**config.mk**
```make
export PLATFORM = sky130hd
export DESIGN_NAME = sync_fifo_ctrl
export DESIGN_NICKNAME = d
export VERILOG_FILES = /design/src/rtl/sync_fifo_ctrl_pkg.sv /design/src/rtl/sync_fifo_ctrl_fifomem.sv /design/src/rtl/sync_fifo_ctrl.sv
export SDC_FILE = /design/constraint.sdc
export NUM_CORES = 1
export LEC_CHECK = 0
export CORE_ASPECT_RATIO = 1.2
export CORE_MARGIN = 2
export CORE_UTILIZATION = 53
export DETAILED_ROUTE_END_ITERATION = 8
export GPL_TIMING_DRIVEN = 0
export PLACE_DENSITY_LB_ADDON = 0.2
export SETUP_SLACK_MARGIN = 0.1
export SYNTH_ARGS = -nofsm -noshare
export SYNTH_HDL_FRONTEND = slang
export SYNTH_SLANG_ARGS = --single-unit
```
**constraint.sdc**
```tcl
create_clock -name clk -period 2.2 [get_ports clk]
set_clock_uncertainty 0.1 [all_clocks]
set_input_delay 0.44 -clock clk [delete_from_list [all_inputs] [get_ports clk]]
set_output_delay 0.44 -clock clk [all_outputs]
set_load 0.05 [all_outputs]
```
**src/rtl/sync_fifo_ctrl_pkg.sv**
```systemverilog
// Shared constants for the synchronous FIFO controller: default geometry
// and the derivation of the pointer width from the address width.
package sync_fifo_ctrl_pkg;

  localparam int DEF_DATASIZE = 8;
  localparam int DEF_ADDRSIZE = 4;

  // Pointers carry one extra bit beyond the memory address so that a full
  // FIFO and an empty FIFO are distinguishable from the pointers alone.
  function automatic int ptr_width(input int addrsize);
    return addrsize + 1;
  endfunction

endpackage : sync_fifo_ctrl_pkg

```
**src/rtl/sync_fifo_ctrl_fifomem.sv**
```systemverilog
// Dual-port storage array for the FIFO: one synchronous write port and one
// asynchronous (combinational) read port, giving show-ahead read data.
// Contents are deliberately not reset.
module fifomem
  import sync_fifo_ctrl_pkg::*;
#(
  parameter int DATASIZE = DEF_DATASIZE,
  parameter int ADDRSIZE = DEF_ADDRSIZE
) (
  input  logic                wclk,
  input  logic                wclken,
  input  logic [ADDRSIZE-1:0] waddr,
  input  logic [DATASIZE-1:0] wdata,
  input  logic [ADDRSIZE-1:0] raddr,
  output logic [DATASIZE-1:0] rdata
);

  localparam int DEPTH = 1 << ADDRSIZE;

  logic [DATASIZE-1:0] mem_q [DEPTH];

  // Store the incoming word only on an accepted write.
  always_ff @(posedge wclk) begin
    if (wclken) begin
      mem_q[waddr] <= wdata;
    end
  end

  // Head-of-queue data is presented without a clock edge.
  assign rdata = mem_q[raddr];

endmodule : fifomem

```
**src/rtl/sync_fifo_ctrl.sv**
```systemverilog
// Single-clock FIFO controller: binary read/write pointers, occupancy
// count, registered status flags and sticky overflow/underflow errors.
// Data storage is delegated to fifomem.
module sync_fifo_ctrl
  import sync_fifo_ctrl_pkg::*;
#(
  parameter int DATASIZE   = DEF_DATASIZE,
  parameter int ADDRSIZE   = DEF_ADDRSIZE,
  parameter int AFULL_LVL  = 12,
  parameter int AEMPTY_LVL = 4
) (
  input  logic                  clk,
  input  logic                  rst_n,
  input  logic                  winc,
  input  logic [DATASIZE-1:0]   wdata,
  input  logic                  rinc,
  output logic [DATASIZE-1:0]   rdata,
  output logic                  wfull,
  output logic                  rempty,
  output logic                  walmost_full,
  output logic                  ralmost_empty,
  output logic [ADDRSIZE:0]     count,
  input  logic                  err_clr,
  output logic                  overflow,
  output logic                  underflow
);

  localparam int PW = ptr_width(ADDRSIZE);
  localparam int DEPTH = 1 << ADDRSIZE;

  localparam logic [PW-1:0] DEPTH_C  = PW'(DEPTH);
  localparam logic [PW-1:0] AFULL_C  = PW'(AFULL_LVL);
  localparam logic [PW-1:0] AEMPTY_C = PW'(AEMPTY_LVL);
  localparam logic [PW-1:0] ONE_C    = PW'(1);

  // Almost-full at an empty FIFO only holds for a threshold of zero.
  localparam logic AFULL_RST = (AFULL_LVL <= 0) ? 1'b1 : 1'b0;

  logic [PW-1:0] wptr_q, wptr_d;
  logic [PW-1:0] rptr_q, rptr_d;
  logic [PW-1:0] count_q, count_d;
  logic          wfull_q, wfull_d;
  logic          rempty_q, rempty_d;
  logic          afull_q, afull_d;
  logic          aempty_q, aempty_d;
  logic          overflow_q, overflow_d;
  logic          underflow_q, underflow_d;

  logic          wr_en_s;
  logic          rd_en_s;

  // Acceptance is gated by the registered flags, so a write while full or a
  // read while empty is simply dropped.
  assign wr_en_s = winc && !wfull_q;
  assign rd_en_s = rinc && !rempty_q;

  // Next-state pointers, occupancy, status flags and sticky errors.
  always_comb begin
    wptr_d      = wptr_q;
    rptr_d      = rptr_q;
    count_d     = count_q;
    overflow_d  = overflow_q;
    underflow_d = underflow_q;

    if (wr_en_s) begin
      wptr_d = wptr_q + ONE_C;
    end else begin
      wptr_d = wptr_q;
    end

    if (rd_en_s) begin
      rptr_d = rptr_q + ONE_C;
    end else begin
      rptr_d = rptr_q;
    end

    case ({wr_en_s, rd_en_s})
      2'b10:   count_d = count_q + ONE_C;
      2'b01:   count_d = count_q - ONE_C;
      default: count_d = count_q;
    endcase

    // A new error event takes priority over a coincident clear.
    if (winc && wfull_q) begin
      overflow_d = 1'b1;
    end else if (err_clr) begin
      overflow_d = 1'b0;
    end else begin
      overflow_d = overflow_q;
    end

    if (rinc && rempty_q) begin
      underflow_d = 1'b1;
    end else if (err_clr) begin
      underflow_d = 1'b0;
    end else begin
      underflow_d = underflow_q;
    end

    // Flags are derived from the next count so they are valid right after
    // the edge that changes occupancy.
    wfull_d  = (count_d == DEPTH_C);
    rempty_d = (count_d == {PW{1'b0}});
    afull_d  = (count_d >= AFULL_C);
    aempty_d = (count_d <= AEMPTY_C);
  end

  // Controller state register with asynchronous reset to the empty state.
  always_ff @(posedge clk or negedge rst_n) begin
    if (!rst_n) begin
      wptr_q      <= {PW{1'b0}};
      rptr_q      <= {PW{1'b0}};
      count_q     <= {PW{1'b0}};
      wfull_q     <= 1'b0;
      rempty_q    <= 1'b1;
      afull_q     <= AFULL_RST;
      aempty_q    <= 1'b1;
      overflow_q  <= 1'b0;
      underflow_q <= 1'b0;
    end else begin
      wptr_q      <= wptr_d;
      rptr_q      <= rptr_d;
      count_q     <= count_d;
      wfull_q     <= wfull_d;
      rempty_q    <= rempty_d;
      afull_q     <= afull_d;
      aempty_q    <= aempty_d;
      overflow_q  <= overflow_d;
      underflow_q <= underflow_d;
    end
  end

  fifomem #(
    .DATASIZE (DATASIZE),
    .ADDRSIZE (ADDRSIZE)
  ) u_mem (
    .wclk   (clk),
    .wclken (wr_en_s),
    .waddr  (wptr_q[ADDRSIZE-1:0]),
    .wdata  (wdata),
    .raddr  (rptr_q[ADDRSIZE-1:0]),
    .rdata  (rdata)
  );

  assign wfull         = wfull_q;
  assign rempty        = rempty_q;
  assign walmost_full  = afull_q;
  assign ralmost_empty = aempty_q;
  assign count         = count_q;
  assign overflow      = overflow_q;
  assign underflow     = underflow_q;

endmodule : sync_fifo_ctrl

```
==> flow_metrics.tcl <==
set metrics [dict create \
    status "finished, violations left" \
    violations "negative setup slack" \
    worstMarginPinSlew_ns 0.951 \
    holdCritPathClass "in2reg" \
    die_h_um 121 \
    cts_max_path_buffers 2 \
    worstPathCellList "buf_8 -> buf_12 -> mux4_2 -> a22oi_2 -> nand2_2 -> buf_8" \
    grt_pass1_vias 3566 \
    worstPathMaxFanout 7 \
    whs_path_depth 3 \
    worstReg2RegStart "rempty" \
    maxCapViolCount 0 \
    r2r_slack_ns -0.09 \
    post_drt_wl_per_cell_um 23.7 \
    drc 0 \
    period_share_pct 123 \
    grt_pass1_wl_um 20200 \
    r2r-end "walmost_full" \
    post-dp-hpwl_um 8020 \
    vias 3498 \
    htree_levels 4 \
    power.total_uw 12400 \
    yosys_warnings 0 \
    synth_edf_count 128 \
    crit_slowest_cell "mux4_2" \
    setup_viol_count_final 12 \
    cts_hold_buf 0 \
    syn_area_sq_mm 0.00602 \
    n_antenna_cell 0 \
    rsz0062_at_grt "yes" \
    synth_async_sr_flop_share_pct 12.9 \
    p_sw_uw 4810 \
    synth_commonest_cells "128 x edfxtp_1, 25 x nand2_1, 24 x mux2i_1" \
    clockRootBuffer "clkbuf_16" \
    fp-row-count 42 \
    clock_power_share_pct 22.3 \
    post-route-worst-setup-slack_ns -0.515 \
    drv_slew 0 \
    max_clock_freq_ghz 0.368 \
    final_hold_viol_count 0 \
    syn_nets 382 \
    ys_seq_area_share_pct 71.8 \
    boundaryPins 32 \
    whs_endpoint "underflow" \
    ys_top_cells_by_area "edfxtp_1 64%, dfrtp_1 7.1%, mux4_2 6.0%" \
    max-slew-margin-rel_pct 36.4 \
    grt_start_max_net_pins 20 \
    clkTransAtPathRegs_ns 0.06 \
    yosys.cell_count.top_type "edfxtp_1" \
    insertion_delay_ns 0.42 \
    synth_seq_cells 147 \
    required_ns 1.66 \
    crit_top_cell "buf_8" \
    port_buffers 31 \
    grt_antenna_before_repair 0 \
    rr_worst_depth 12 \
    overflow 0 \
    arrival_ns 2.18 \
    drt_iter0_drc 240 \
    syn_inst 362 \
    yosysTopAreaCellShare_pct 63.9 \
    synth_area_leader_cell "edfxtp_1" \
    synth_area_per_cell_sq_um 16.6 \
    min_period_ns 2.72 \
    clock_sinks 147 \
    track_usage_pct 23.3 \
    worstSetupPathType "reg2out" \
    routed_wl_um 13700 \
    fp.coreArea_sq_mm 0.0110 \
    peakVddDrop_v 0.000956 \
    p_leak_uw 0.00278 \
    synth_cell_type_count 46 \
    nets 455 \
    p_int_uw 7620 \
    hold-worst-slack_ns 0.237 \
    die_w_um 101 \
    power.density_mw_per_mm2 1560 \
    endpoint_kind "output port" \
    swShare_pct 38.7 \
    initial_utilization_pct 54.5 \
    critPathLaunchType "flip-flop" \
    p_seq_share_pct 29.6 \
    cts_tree "yes" \
    cts_made_buffers 17 \
    ys.flop_type "edfxtp_1" \
    ant_nets 0 \
    avgViaCountPerCell 6.03 \
    die_area_sq_mm 0.0122 \
    areaGrowthSynthToFinish_pct 32.6 \
    firstDrtPassIters 5 \
    fillers 677 \
    layout-drive-gt1-share_pct 44.2 \
    holdCritStartpoint "rinc" \
    cpPeakStageDelay_ns 0.56 \
    combinationalPowerShare_pct 48.1 \
    gp_congestion 0.782 \
]
[power by group through the flow]
stage          sequential (uW)  combinational [uW]  clock [uW]
6_report                  3680                5980        2770
5_1_grt                   3720                6300        2910
4_1_cts                   3660                5150        2790
3_5_place_dp              3700                4350           0
3_3_place_gp              3680                4270           0
2_1_floorplan             3950                2840           0
[worst max-delay path, delay by kind of cell, from the launching register on]
kind / cells / cell delay [ns]
multiplexers: 1 / 0.56
buffers and inverters: 3 / 0.46
flip-flops: 1 / 0.38
AO/OA/AOI/OAI: 1 / 0.25
AND/OR/NAND/NOR: 1 / 0.09
[cells by family after synthesis]
family                   share of synthesized area, %
buffers and inverters                            1.97
flip-flops                                       71.8
adder cells (fa/ha/maj)                          1.45
AND/OR/NAND/NOR                                  4.97
XOR/XNOR                                         1.73
AO/OA/AOI/OAI                                    6.17
multiplexers                                     11.9
[per-stage QoR]
stage | setup TNS [ns] | setup WS (ns) | area [sq um] | instances | utilization (%)
after floorplan | -0.971 | -0.271 | 6100 | 362 | -
after global placement | -62.31 | -0.920 | 6570 | 525 | 59.6
after detailed placement | -52.95 | -1.02 | 6590 | 528 | 59.7
after CTS | -4.13 | -0.479 | 7540 | 572 | 68.4
after global routing | -4.84 | -0.575 | 7980 | 580 | 72.3
final | -3.78 | -0.515 | 7980 | 580 | 72.3
[worst max path at each step]
| stage | startpoint | to | slack (ns) | cells after the start |
|---|---|---|---|---|
| floorplan | rempty | wfull | -0.27 | 11 |
| global placement | rptr_q[1] | rdata[3] | -0.92 | 7 |
| detailed placement | rptr_q[1] | rdata[3] | -1.02 | 7 |
| CTS | rptr_q[0] | rdata[2] | -0.48 | 6 |
| global route | rptr_q[0] | rdata[2] | -0.57 | 6 |
| finish | rptr_q[0] | rdata[2] | -0.52 | 6 |
[cells in the final DEF (no fill, tap or decap), types with 3 or more instances in the layout]
master and instances:
xnor2_2 3, clkbuf_1 6, inv_1 5, mux2i_4 5
dlygate4sd2_1 11, o21ai_1 11, mux4_2 16, buf_12 4
nand2_2 12, a22oi_2 8, o21ai_2 8, nor3_4 4
clkdlybuf4s50_1 10, a221oi_4 8, clkbuf_16 19, mux2_2 8
o21ai_0 4, mux2i_1 15, a21oi_2 8, nor2_2 10
nand2_1 12, buf_4 22, dfrtp_1 15, buf_6 10
nor2_1 3, xnor2_1 7, nor3_2 3, ha_1 5
mux2i_2 4, edfxtp_1 128, clkinvlp_4 5
[cell type report]
type | instances | area [sq um] | share of cell area, %
Inverter | 7 | 38.8 | 0.486
Clock buffer | 20 | 437 | 5.47
Buffer | 18 | 200 | 2.51
Multi-Input combinational cell | 189 | 2140 | 26.8
Sequential cell | 147 | 4320 | 54.2
Timing Repair Buffer | 55 | 546 | 6.83
Clock inverter | 12 | 134 | 1.68
Tap cell | 132 | 165 | 2.07
[sequential cells by signal, indices dropped and copies added, names as in the netlist]
signal,count
count,5
overflow,1
ralmost_empty,1
rempty,1
rptr_q,4
u_mem.mem_q,128
underflow,1
walmost_full,1
wfull,1
wptr_q,4
[layer usage]
metal / global-route usage, % / routed length, um
met5: 0 / 0
met4: 10.3 / 347
met3: 5.26 / 833
met2: 38.5 / 7160
met1: 29.3 / 5390
[timing repair]
action                     4_1_cts  5_1_grt
gates resized for setup        144       80
gates cloned                     1        2
pin swaps                       16       22
setup buffers                   11        7
setup endpoints to repair       53      100
No activity file was read; power rests on OpenSTA's default activity.
